## src/rtl/wb_avm_bridge.sv

```systemverilog
// rtl/wb_avm_bridge.sv - XBUS (pipelined Wishbone) to Avalon-MM bridge with window check and stall timeout
module wb_avm_bridge #(
  parameter logic [31:0] BASE_ADDR      = 32'h8000_0000,
  parameter logic [31:0] ADDR_MASK      = 32'hF000_0000,
  parameter int unsigned TIMEOUT_CYCLES = 255
) (
  input  logic        clk_clk,
  input  logic        reset_reset,
  input  logic [31:0] wb_adr_i,
  input  logic [31:0] wb_dat_i,
  input  logic        wb_we_i,
  input  logic [3:0]  wb_sel_i,
  input  logic        wb_stb_i,
  input  logic        wb_cyc_i,
  output logic [31:0] wb_dat_o,
  output logic        wb_ack_o,
  output logic        wb_err_o,
  output logic        avm_cs_o,
  output logic [31:0] avm_address_o,
  output logic        avm_read_o,
  output logic        avm_write_o,
  output logic [31:0] avm_writedata_o,
  output logic [3:0]  avm_byteenable_o,
  input  logic        avm_waitrequest_i,
  input  logic [31:0] avm_readdata_i
);

  typedef enum logic [1:0] {IDLE, BUSY, ACK, ERR} state_t;

  // Counter value on the last permitted wait cycle; the counter is only
  // consulted when the timeout is enabled, so the TIMEOUT_CYCLES=0 wrap is harmless.
  localparam logic [15:0] TO_LAST = 16'(TIMEOUT_CYCLES - 1);
  localparam bit          TO_EN   = (TIMEOUT_CYCLES != 0);

  state_t      state_q, state_d;
  logic [31:0] adr_q, adr_d;
  logic [31:0] wdat_q, wdat_d;
  logic [3:0]  sel_q, sel_d;
  logic        we_q, we_d;
  logic [31:0] rdat_q, rdat_d;
  logic [15:0] cnt_q, cnt_d;
  logic        abort_q, abort_d;

  logic in_win;
  logic cyc_gone;

  assign in_win   = ((wb_adr_i & ADDR_MASK) == BASE_ADDR);
  // Master has walked away from this access (now or earlier in BUSY).
  assign cyc_gone = abort_q | ~wb_cyc_i;

  // State and request registers; reset returns everything to idle zeros.
  always_ff @(posedge clk_clk) begin
    if (reset_reset) begin
      state_q <= IDLE;
      adr_q   <= '0;
      wdat_q  <= '0;
      sel_q   <= '0;
      we_q    <= 1'b0;
      rdat_q  <= '0;
      cnt_q   <= '0;
      abort_q <= 1'b0;
    end else begin
      state_q <= state_d;
      adr_q   <= adr_d;
      wdat_q  <= wdat_d;
      sel_q   <= sel_d;
      we_q    <= we_d;
      rdat_q  <= rdat_d;
      cnt_q   <= cnt_d;
      abort_q <= abort_d;
    end
  end

  // Next-state logic: accept in IDLE, hold the Avalon access in BUSY, one-cycle ACK/ERR.
  always_comb begin
    state_d = state_q;
    adr_d   = adr_q;
    wdat_d  = wdat_q;
    sel_d   = sel_q;
    we_d    = we_q;
    rdat_d  = rdat_q;
    cnt_d   = cnt_q;
    abort_d = abort_q;
    case (state_q)
      IDLE: begin
        if (wb_stb_i && wb_cyc_i) begin
          if (in_win) begin
            adr_d   = {wb_adr_i[31:2], 2'b00};
            wdat_d  = wb_dat_i;
            sel_d   = wb_sel_i;
            we_d    = wb_we_i;
            cnt_d   = '0;
            abort_d = 1'b0;
            state_d = BUSY;
          end else begin
            state_d = ERR;
          end
        end
      end
      BUSY: begin
        if (!wb_cyc_i) begin
          abort_d = 1'b1;
        end
        if (!avm_waitrequest_i) begin
          if (!we_q) begin
            rdat_d = avm_readdata_i;
          end
          state_d = cyc_gone ? IDLE : ACK;
        end else begin
          if (cnt_q != 16'hFFFF) begin
            cnt_d = cnt_q + 16'd1;
          end
          if (TO_EN && (cnt_q == TO_LAST)) begin
            state_d = cyc_gone ? IDLE : ERR;
          end
        end
      end
      ACK:     state_d = IDLE;
      ERR:     state_d = IDLE;
      default: state_d = IDLE;
    endcase
  end

  assign avm_cs_o         = (state_q == BUSY);
  assign avm_read_o       = (state_q == BUSY) & ~we_q;
  assign avm_write_o      = (state_q == BUSY) & we_q;
  assign avm_address_o    = adr_q;
  assign avm_writedata_o  = wdat_q;
  assign avm_byteenable_o = sel_q;
  assign wb_ack_o         = (state_q == ACK);
  assign wb_err_o         = (state_q == ERR);
  assign wb_dat_o         = rdat_q;

endmodule

```

## config.mk

```make
export PLATFORM = sky130hd
export DESIGN_NAME = wb_avm_bridge
export DESIGN_NICKNAME = d
export VERILOG_FILES = /design/src/rtl/wb_avm_bridge.sv
export SDC_FILE = /design/constraint.sdc
export NUM_CORES = 1
export LEC_CHECK = 0
export CAP_MARGIN = 0
export CORE_MARGIN = 2
export CORE_UTILIZATION = 23
export CTS_CLUSTER_DIAMETER = 50
export DETAILED_ROUTE_END_ITERATION = 12
export DONT_BUFFER_PORTS = 1
export PLACE_DENSITY_LB_ADDON = 0.05
export SYNTH_ARGS = -nofsm -noshare
export SYNTH_HDL_FRONTEND = slang
export SYNTH_SLANG_ARGS = --single-unit
```

## constraint.sdc

```tcl
create_clock -name clk_clk -period 2.65 [get_ports clk_clk]
set_input_delay 0.795 -clock clk_clk [delete_from_list [all_inputs] [get_ports clk_clk]]
set_output_delay 0.795 -clock clk_clk [all_outputs]
set_load 0.01 [all_outputs]
```

==> metrics.cfg <==
[sta]
fin_crit_sh_pct=88.2
fin_crit_ps=2340
hold_violations=0
fin_skew_ps=12.0
tightest_slew_ps=490
rsz0062_at_grt=no
max-slew-margin-rel_pct=67.0
fmax_mhz=428
finalMaxSlewViolations=0
setup_viol=0

[layout]
regArea_um2=2360
multi_input_area_um2=1990
nNetsFinal=668
syn2layout_area_growth_pct=19.3
fillers=2135
antenna_cells=0
final_common_cell=nand2_1
final_core_util_pct=27.9
layout-drive-gt1-share_pct=9.60
layout_common_cells=nand2_1, dfxtp_1, a21oi_1

[synthesis]
synthAdderAreaFrac_pct=0.552
synth_area_leaders=dfxtp_1, nand2_1, a21oi_1
synthMuxAreaShare_pct=0.717
synth_top_family_by_area=simple AND/OR/NAND/NOR gates
syn_area_per_cell_um2=7.93
yosysWarnings=0
synth_cell_types=43
synth_compound_area_share_pct=16.1
synth_seq_cells=118
ys_seq_area_share_pct=52.1
synth-xor-area-share_pct=0
ys_async_sr_fraction_pct=0
netlist_instances=572
synth-edff-count=0
synthFlopType=dfxtp_1
syn_area_um2=4540
synth_top_cell_area_share_pct=52.1
synthSimpleGateAreaFrac_pct=26.0
yosys.area.top_type=dfxtp_1

[cts]
clk_pin_slew_ps=60
cts_setup_buffers=0
clkSinkCount=118
ctsHtreeMaxLevel=4
clock_latency_ps=420
cts_made_buffers=17
cts_root_buf=clkbuf_16
cts_buffer_depth=2
cts_tree=yes
hold_buffers=0
cts_resized=0

[floorplan]
io_pins=211
std_cell_rows=51
die-area_um2=20900
fp.dieW_um=144
die_h_um=144
fp.coreArea_um2=19400
initial_core_util_pct=23.4

[grt]
overflow=0
antenna_found_initial=0
grt_max_degree=115
grt_pass1_wl_mm=20.1
grt_use_total_pct=12.7
grt_pass1_vias=3632

[worst_setup_path]
crit_arrival_ps=1540
crit_path_end_kind=output pin
r2r_end=cnt_q[13]
max_stage_delay_ps=540
reg2reg_slack_ps=650
cp_max_fo=10
cp_cell_sequence=nand2b_1 > inv_1 > and2_1
cp.required_ps=1860
r2r-start=cnt_q[9]
cp_num_buf_inv=1
cp_slowest_cell=dfxtp_1
critical_path_class=register to output pin
crit_family=flip-flops
r2r_cells=6
crit_path_start_kind=register

[job]
cap_violations=0

[route]
drt_first_pass_iters=4
drt_iter0_drc=224
viasPerCell=4.60
drtAntennaViolNets=0
drc=0
routed_wl_mm=13.5
wl_per_cell_um=16.1
vias=3858

[run_status]
status=completed

[pwr]
p_per_area_nw_per_um2=810
comb_power_share_pct=3.2
swShare_pct=23.1
cell_internal_pwr_w=0.00337
vdd_ir_drop_max_uv=412
p_sw_w=0.00101
finalPower_w=0.00438
p_leak_nw=1.82
power_frac_seq_pct=42.0
pwr-share-clk_pct=54.8

[placed_design]
hpwl_mm=8.97
portBuffers=0
place.gp.congestion=0.761

[min_path]
hold_path_class=input port to register
min_path_cells=1
holdCritStartpoint=reset_reset
min_to=cnt_q[3]

==> per-layer routing <==
metal | GRT usage, % | vias to the layer above | share of wire [%]
met2 | 18.5 | 170 | 44
li1 | - | 1902 | -
met1 | 15.9 | 1772 | 42
met4 | 4.75 | 0 | 1.6
met3 | 6.75 | 14 | 13
met5 | 0 | - | 0
==> worst max path at each step <==
stage                            start           to  cells past startpoint
final                       state_q[1]  avm_write_o                      3
after global routing        state_q[1]  avm_write_o                      3
after CTS                   state_q[1]  avm_write_o                      3
after detailed placement  wb_adr_i[28]     cnt_q[8]                      5
after global placement    wb_adr_i[28]     cnt_q[9]                      5
after floorplan           wb_adr_i[28]    cnt_q[15]                      7
==> stage by stage <==
stage	TNS, ps	area, um^2	worst slack (ps)	instances	hold slack, ps
detailed placement	-74.0	4800	-22.3	806	491
floorplan	0	4540	0.628	573	467
finish	0	5410	313	838	465
global route	0	5410	167	838	433
global placement	-27.5	4800	-9.01	806	488
CTS	0	5410	260	838	436
==> final cells by class <==
class | count | share of cell area (%)
sequential | 118 | 43.6
clock buffer | 19 | 8.18
clock inverter | 13 | 3.14
inverter | 4 | 0.277
timing repair buffer | 10 | 1.85
multi-input combinational | 409 | 36.8
tap | 265 | 6.12
==> cells in the mapped netlist, types with 3 or more instances <==
master	count
nand2_1	200
nor3_1	5
and3_1	8
o21ai_0	5
nor4b_1	3
inv_1	4
or3_1	4
a21oi_1	102
nand2b_1	3
buf_2	4
nand3_1	9
a31oi_1	3
clkbuf_1	33
o211ai_1	4
a211o_1	5
nor4_1	4
nand4_1	7
o41ai_1	4
nor2_1	12
dfxtp_1	118
or2_2	3
nor3b_1	3
==> flip-flops by register name, indices dropped and copies added (netlist names) <==
signal,flops
abort_q,1
avm_address_o,30
avm_byteenable_o,4
avm_writedata_o,32
cnt_q,16
state_q,2
wb_dat_o,32
we_q,1
==> cells by family after synthesis <==
logic type,count (synthesis)
mux,3
compound gates,131
fa+ha+maj,2
flops,118
simple gates,271
buf+inv,46
other cells,1
==> power by group through the flow <==
| stage | registers (W) | clock network [W] | logic, W |
|---|---|---|---|
| after global routing | 0.00185 | 0.00259 | 0.000160 |
| after CTS | 0.00184 | 0.00250 | 0.000143 |
| final | 0.00184 | 0.00240 | 0.000140 |
| after detailed placement | 0.00188 | 0 | 0.000143 |
| after floorplan | 0.00187 | 0 | 0.000131 |
| after global placement | 0.00188 | 0 | 0.000141 |
No activity file was read; power rests on OpenSTA's default activity.
